===== src/rtl/irq_prio_pkg.sv =====
// rtl/irq_prio_pkg.sv - shared types and width helpers for the interrupt priority arbiter
package irq_prio_pkg;

  typedef enum logic [1:0] {
    ST_IDLE  = 2'd0,
    ST_GRANT = 2'd1,
    ST_GAP   = 2'd2
  } state_t;

  // Index width that stays at least one bit wide for single-entry sets.
  function automatic int idx_width(input int n);
    return (n > 1) ? $clog2(n) : 1;
  endfunction

endpackage


===== src/rtl/irq_prio_arbiter_prio_enc.sv =====
// rtl/irq_prio_arbiter_prio_enc.sv - lowest-index-first priority encoder (module prio_enc)
module prio_enc #(
  parameter int N = 9,
  parameter int W = 4
) (
  input  logic [N-1:0] vec,
  output logic [W-1:0] idx,
  output logic         hit
);

  // Scan from the top down so the lowest set index is the last write.
  always_comb begin
    idx = '0;
    hit = |vec;
    for (int i = N - 1; i >= 0; i--) begin
      if (vec[i]) idx = W'(i);
    end
  end

endmodule


===== src/rtl/irq_prio_arbiter.sv =====
// rtl/irq_prio_arbiter.sv - multi-bus latched interrupt arbiter with grant/ack handshake
module irq_prio_arbiter
  import irq_prio_pkg::*;
#(
  parameter int N_CH  = 9,
  parameter int N_BUS = 3,
  parameter int EDGE  = 1,
  localparam int CH_W  = idx_width(N_CH),
  localparam int BUS_W = idx_width(N_BUS)
) (
  input  logic                    clk,
  input  logic                    rst,
  input  logic [N_BUS*N_CH-1:0]   req_i,
  input  logic [N_CH-1:0]         en_i,
  input  logic                    ack_i,
  output logic                    irq_o,
  output logic [BUS_W-1:0]        bus_o,
  output logic [CH_W-1:0]         chan_o,
  output logic [N_BUS-1:0]        bus_hit_o,
  output logic [N_BUS*N_CH-1:0]   pend_o
);

  state_t                      state;
  logic [N_BUS*N_CH-1:0]       req_q;
  logic [N_BUS*N_CH-1:0]       pend;
  logic [N_BUS*N_CH-1:0]       set_vec;
  logic [N_BUS*N_CH-1:0]       clr_vec;
  logic [N_BUS-1:0][N_CH-1:0]  elig;
  logic [CH_W-1:0]             ch_idx [N_BUS];
  logic [N_BUS-1:0]            bus_hit_c;
  logic [BUS_W-1:0]            win_bus;
  logic [CH_W-1:0]             win_chan;
  logic                        any_hit;
  logic                        win_en;
  logic                        ack_grant;

  assign pend_o    = pend;
  assign elig      = pend & {N_BUS{en_i}};
  assign ack_grant = (state == ST_GRANT) && ack_i;

  generate
    if (EDGE != 0) begin : g_edge
      assign set_vec = req_i & ~req_q;
    end else begin : g_level
      assign set_vec = req_i;
    end
  endgenerate

  for (genvar b = 0; b < N_BUS; b++) begin : g_ch_enc
    prio_enc #(.N(N_CH), .W(CH_W)) u_ch_enc (
      .vec (elig[b]),
      .idx (ch_idx[b]),
      .hit (bus_hit_c[b])
    );
  end

  prio_enc #(.N(N_BUS), .W(BUS_W)) u_bus_enc (
    .vec (bus_hit_c),
    .idx (win_bus),
    .hit (any_hit)
  );

  assign win_chan = ch_idx[win_bus];

  // Decode the frozen vector back to a flat one-hot clear and its enable bit.
  always_comb begin
    clr_vec = '0;
    win_en  = 1'b0;
    for (int c = 0; c < N_CH; c++) begin
      if (chan_o == CH_W'(c)) win_en = en_i[c];
    end
    for (int b = 0; b < N_BUS; b++) begin
      for (int c = 0; c < N_CH; c++) begin
        if (ack_grant && bus_o == BUS_W'(b) && chan_o == CH_W'(c))
          clr_vec[b*N_CH + c] = 1'b1;
      end
    end
  end

  // Set is OR-ed after the clear so a re-asserting request wins the race.
  always_ff @(posedge clk) begin
    if (rst) begin
      req_q <= '0;
      pend  <= '0;
    end else begin
      req_q <= req_i;
      pend  <= (pend & ~clr_vec) | set_vec;
    end
  end

  always_ff @(posedge clk) begin
    if (rst) begin
      state     <= ST_IDLE;
      irq_o     <= 1'b0;
      bus_o     <= '0;
      chan_o    <= '0;
      bus_hit_o <= '0;
    end else begin
      bus_hit_o <= bus_hit_c;
      case (state)
        ST_IDLE: begin
          if (any_hit) begin
            state  <= ST_GRANT;
            irq_o  <= 1'b1;
            bus_o  <= win_bus;
            chan_o <= win_chan;
          end
        end
        ST_GRANT: begin
          // Ack takes precedence; a masked winner is withdrawn but stays pending.
          if (ack_i || !win_en) begin
            state <= ST_GAP;
            irq_o <= 1'b0;
          end
        end
        ST_GAP: begin
          state <= ST_IDLE;
          irq_o <= 1'b0;
        end
        default: begin
          state <= ST_IDLE;
          irq_o <= 1'b0;
        end
      endcase
    end
  end

endmodule


===== config.mk =====
export PLATFORM = sky130hd
export DESIGN_NAME = irq_prio_arbiter
export DESIGN_NICKNAME = d
export VERILOG_FILES = /design/src/rtl/irq_prio_pkg.sv /design/src/rtl/irq_prio_arbiter_prio_enc.sv /design/src/rtl/irq_prio_arbiter.sv
export SDC_FILE = /design/constraint.sdc
export NUM_CORES = 1
export LEC_CHECK = 0
export ABC_AREA = 0
export CAP_MARGIN = 15
export CORE_ASPECT_RATIO = 1.75
export CORE_MARGIN = 3
export CORE_UTILIZATION = 40
export CTS_CLUSTER_DIAMETER = 60
export DETAILED_ROUTE_END_ITERATION = 10
export PLACE_DENSITY = 0.72
export REMOVE_ABC_BUFFERS = 1
export SYNTH_ARGS = -nofsm -noshare
export SYNTH_HDL_FRONTEND = slang
export SYNTH_SLANG_ARGS = --single-unit

===== constraint.sdc =====
create_clock -name clk -period 2 [get_ports clk]
set_input_delay 0.4 -clock clk [delete_from_list [all_inputs] [get_ports clk]]
set_output_delay 0.4 -clock clk [all_outputs]
set_load 0.01 [all_outputs]

**Yosys cells after proc, flatten, opt, wreduce, memory -nomap -nowiden**

Index checks and enable logic that the tools add are counted.

- Bits in registers: 66
- Bits of input ports: 39
- Logic and storage cells: 145

- Order comparisons: 1
- Equality and inequality tests: 13
- Muxes and demuxes: 75
- Bitwise gates (word level): 7
- Reduce and logical (&&, ||, !) cells: 42

Operator list:

| kind | count |
|---|---|
| 2-to-1 mux 4 bit | 29 |
| bitwise AND 27 bit | 3 |
| NOT 27 bit | 2 |
| 2-to-1 mux 1 bit | 38 |
| logical AND 1 bit | 31 |
| OR 27 bit | 1 |
| OR reduction 27 bit | 1 |
| OR reduction 9 bit | 3 |
| == test 4 x 3 -> 1 bit (second input constant) | 4 |
| 2-to-1 mux 2 bit | 5 |
| binary-select mux 4 bit (select 2 bit) | 1 |
| == test 4 x 2 -> 1 bit (second input constant) | 2 |
| == test 2 x 1 -> 1 bit (second input constant) | 2 |
| == test 4 x 1 -> 1 bit (second input constant) | 1 |
| == test 4 bit (second input constant) | 1 |
| zero test 2 bit | 2 |
| zero test 4 bit | 1 |
| one-hot mux 2 bit (2 select lines) | 1 |
| AND reduction 2 bit | 2 |
| >= comparator 3 bit (second input constant) | 1 |
| NOT 2 -> 3 bit | 1 |
| == test 2 bit (second input constant) | 1 |
| != test 2 x 1 -> 1 bit (second input constant) | 1 |
| != test 2 bit (second input constant) | 1 |
| other kinds (3) | 3 |

**Logic depth before layout (Yosys ltp)**

- Word-level depth: 14
- Depth in mapped cells: 7
- Depth with buffers taken out: 6

**Hierarchy**

A second synthesis with hierarchy kept.

- Cells, all modules: 329
- Area total of the unflattened synthesis: 2896.5 µm²

Modules (own cells, without submodules):

| module | instances | cells an instance | area an instance (µm²) | sequential area each (µm²) |
|---|---|---|---|---|
| irq_prio_arbiter | 1 | 284 | 2587.5 | 1301.2 |
| prio_enc (g_ch_enc[0].u_ch_enc ...) | 3 | 14 | 96.3 | 0.0 |
| prio_enc (u_bus_enc) | 1 | 3 | 20.0 | 0.0 |

**Least setup slack after synthesis**

Ideal clock, no wire load.

- Path kind: input port to flip-flop
- Start: input port en_i[2]
- End: register chan_o[2]
- Arrival: 1.703 ns
- Setup slack: 0.170 ns
- Stages on the path: 7
- Buffers on the path: 1
- Cells stage by stage: buf_2 > a22o_1 > nor4_4 > nand4_4 > o21ai_4 > mux2i_1 > nor2_1

- Cells in the longest elaborated chain, start to end: 9
- Elaborated cells on any way between the ends: 22
- Those cells by class: 15 x mux; 2 x bitwise; 5 x reduce/logical

RTL lines:

| item | line | source |
|---|---|---|
| from (decl) | irq_prio_arbiter.sv:14 | `input logic [N_CH-1:0] en_i,` |
| bitwise AND 27 bit (*) | irq_prio_arbiter.sv:38 | `assign elig = pend & {N_BUS{en_i}};` |
| OR reduction 9 bit | irq_prio_arbiter_prio_enc.sv:14 | `hit = \|vec;` |
| 2-to-1 mux 2 bit (3 in a row) | irq_prio_arbiter_prio_enc.sv:16 | `if (vec[i]) idx = W'(i);` |
| NOT 2 -> 3 bit (implied by the code) | irq_prio_arbiter.sv:63 | `assign win_chan = ch_idx[win_bus];` |
| binary-select mux 4 bit (select 2 bit) | irq_prio_arbiter.sv:63 |  |
| 2-to-1 mux 4 bit (implied by the code) (2 in a row) | irq_prio_arbiter.sv:63 |  |
| to (signal assigned) | irq_prio_arbiter.sv:106 | `chan_o <= win_chan;` |
| to (decl) | irq_prio_arbiter.sv:18 | `output logic [CH_W-1:0] chan_o,` |

Mark *: on every way between the ends. The rest lies on a longest branch, timed or not. The select of a mux whose other input is x is not followed.
A chain may end at the register's enable or synchronous reset.

**Final worst setup path**

- Start: register chan_o[0]
- End: output port chan_o[0]

No word-level cell between the ends.

==> results.toml <==
[clock_tree]
clk_latency_ps = 330
clk_pin_slew_ps = 50
number_of_hold_buffers_added_after_cts = 0
cts_sinks = 65
tritoncts = "built"
cts.root.buffer_cell = "sky130_fd_sc_hd__clkbuf_16"
clockBufferDepth = 2
htree_num_levels = 3
tritoncts.num_buffers = 9

[setup_path]
timing_worst_setup_path_type = "register to primary output"
rrSetupSlack_ps = 230
reg_to_reg_critical_path_startpoint = "pend_o[15]"
worst_r2r_endpoint = "chan_o[2]"
worstSetupStartpointType = "register"
endpoint_kind = "primary output"
timing.reg2reg.worst_path_depth = 6
critical_path_peak_fanout = 6
worst-endpoint-required_ps = 1600
signal_arrival_time_at_the_worst_endpoint_ps = 1500

[finish]
layout.core_utilization = 0.6399
nets = 471
fraction_of_final_layout_cells_sized_beyond_drive_strength_1 = 0.1720
layout.cells.non_filler = 518
antennaDiodeCount = 0
layout-area-overhead-vs-synth_pct = 52.36

[drt]
avgRoutedWirePerCell_um = 17.22
drtPass1Iterations = 4
drt_first_iter_violations = 140
drc_errors = 0
routed_wirelength_um = 8922
detailroute.via_count = 2789
routed_antenna_nets = 0
viasPerCell = 5.384

[placement]
place_congestion = 0.9813
dp_hpwl_um = 6804
dpl.cell_count = 501
port-buffer-count = 75

[sta]
max_clock_freq_mhz = 525.1
hold_ws_ps = 481.5
final_cycle_utilization_of_the_critical_path = 0.9522
remaining_max_slew_budget_at_the_tightest_pin = 0.6858
finalHoldViolations = 0
period_needed_ps = 1904
finalSetupViolCount = 0
worst-slew-pin-transition_ps = 470.1
number_of_max_slew_violations_in_the_final_report = 0
fin_worst_skew_ps = 5.948
rsz0062_at_grt = "false"

[logic_synthesis]
syn_inst = 317
synth-edff-count = 0
synth-seq-area-share = 0.4635
syn_area_mm2 = 0.002808
synth.ff_latch_count = 65
post_synth.cell_area_avg_um2 = 8.857
synth.distinct_cells = 45
synth_flop_cell = "sky130_fd_sc_hd__dfxtp_1"
ys_warn_count = 0
async_reset_ff_frac = 0

[global_route]
grt_antenna_before_repair = 0
grt_pass1_wl_um = 14100
grt_pass1_vias = 2754
grt.overflow.total = 0
grt_usage = 0.2295
pin_count_of_the_biggest_net_entering_global_routing = 34

[die]
die_y_um = 116.8
floorplan.core_area_mm2 = 0.006685
initial_utilization = 0.4200
die_area_mm2 = 0.008100
dieWidth_um = 69.33
rows = 39
boundaryPins = 76

[status]
status = "finished, final reports clean"

[power_and_ir_drop]
leakagePower_nw = 1.732
pwr_density_cell_mw_per_mm2 = 908.4
ir_drop_mv = 0.6969

[flow_run]
max_cap_violations = 0

[min_path]
worst_hold_path.num_cells = 2
timing.hold.worst.class = "input pin to register"
hold_end = "bus_hit_o[2]"
holdCritStartpoint = "rst"
[where the power goes]
| part | switching [mW] | internal [mW] | total (mW) | leakage (nW) |
|---|---|---|---|---|
| Clock | 0.513 | 1.02 | 1.53 | 0.148 |
| Combinational | 0.397 | 0.457 | 0.855 | 1.04 |
| Sequential | 0.100 | 1.40 | 1.50 | 0.542 |
[layout make-up]
type | count | area [µm²]
fill | 602 | 2407
multi-input combinational | 234 | 1454
sequential | 65 | 1301
timing repair buffer | 121 | 1120
clock buffer | 12 | 256.5
tap | 82 | 102.6
clock inverter | 3 | 40.04
inverter | 1 | 3.754
[cell families after synthesis]
group | synth area share
DFF | 0.4635
muxes | 0.01515
and+or+nand+nor | 0.2567
AOI/OAI and AO/OA | 0.2335
buffers and inverters | 0.03119
[registers in the layout, summed over array words and instances, names as in the netlist]
signal / count
bus_hit_o: 3
bus_o: 2
chan_o: 4
pend_o: 27
req_q: 27
state: 2
[Yosys cell counts (2+ instances only)]
cell / n / area [µm²]
sky130_fd_sc_hd__nor2b_1: 31 / 193.9
sky130_fd_sc_hd__nand4b_1: 2 / 17.52
sky130_fd_sc_hd__o21ai_0: 32 / 160.2
sky130_fd_sc_hd__nor3b_1: 2 / 15.01
sky130_fd_sc_hd__clkbuf_2: 2 / 10.01
sky130_fd_sc_hd__a22o_1: 4 / 35.03
sky130_fd_sc_hd__a21oi_1: 34 / 170.2
sky130_fd_sc_hd__dfxtp_1: 65 / 1301
sky130_fd_sc_hd__nand2b_1: 30 / 187.7
sky130_fd_sc_hd__mux2i_1: 2 / 20.02
sky130_fd_sc_hd__buf_6: 2 / 22.52
sky130_fd_sc_hd__nand2_1: 37 / 138.9
sky130_fd_sc_hd__buf_2: 2 / 10.01
sky130_fd_sc_hd__nand3_1: 4 / 20.02
sky130_fd_sc_hd__a41oi_1: 2 / 17.52
sky130_fd_sc_hd__nor2_1: 9 / 33.78
sky130_fd_sc_hd__o22ai_1: 2 / 12.51
sky130_fd_sc_hd__clkbuf_1: 11 / 41.29
sky130_fd_sc_hd__a32oi_1: 3 / 26.28
sky130_fd_sc_hd__a211oi_1: 4 / 30.03
sky130_fd_sc_hd__a32o_1: 2 / 20.02
sky130_fd_sc_hd__a22oi_1: 10 / 75.07
sky130_fd_sc_hd__nand3b_1: 2 / 15.01
sky130_fd_sc_hd__and2_1: 2 / 12.51
[repair_timing]
item | 4_1_cts | 5_1_grt
resized for setup | 1 | 14
endpoints found under the setup margin | 1 | 6
setup buffers | 0 | 2
pin swaps | 2 | 5
gates cloned | 0 | 0
[stage by stage]
stage	area (µm²)	power, mW	setup TNS (ps)	setup slack (ps)
after floorplan	2724	1.854	0	316.2
after global placement	3915	2.347	-1943	-293.7
after detailed placement	3915	2.355	-2140	-342.9
after CTS	4210	3.889	0	3.842
after global routing	4278	4.072	0	51.91
final	4278	3.886	0	95.51
[placed cells by master, fill, tap and decap left out, drive strengths merged, types with 4 or more instances in the layout]
cell / Yosys / layout
dfxtp: 65 / 65
nand2b: 30 / 30
a22oi: 10 / 10
clkdlybuf4s50: 0 / 66
o21ai: 33 / 33
nor2b: 31 / 31
buf: 4 / 47
nor2: 9 / 9
a21oi: 34 / 34
nand3: 4 / 4
nand2: 37 / 37
a22o: 5 / 5
clkbuf: 13 / 12
dlymetal6s2s: 0 / 7
a211oi: 4 / 4
[worst max-delay path: stages (launching register included)]
cell	delay (ps)
sky130_fd_sc_hd__dfxtp_1	460
sky130_fd_sc_hd__buf_4	190
sky130_fd_sc_hd__clkdlybuf4s50_1	530
[per-layer routing]
layer  up-vias  wire length [µm]  GRT usage
li1       1361                 -          -
met1      1322              3273     0.2302
met2        80              4887     0.4311
met3        26               394    0.04615
met4         0               367     0.1434
met5         -                 0          0
[how the worst max path moves through the flow]
| stage | start | to | slack, ps | cells after the start |
|---|---|---|---|---|
| floorplan | en_i[4] | chan_o[2] | 320 | 6 |
| global placement | en_i[4] | chan_o[2] | -290 | 7 |
| detailed placement | en_i[4] | chan_o[2] | -340 | 7 |
| CTS | en_i[1] | chan_o[2] | 4 | 7 |
| global route | chan_o[0] | chan_o[0] | 50 | 2 |
| finish | chan_o[0] | chan_o[0] | 100 | 2 |
Power figures use the tool's default switching activity.
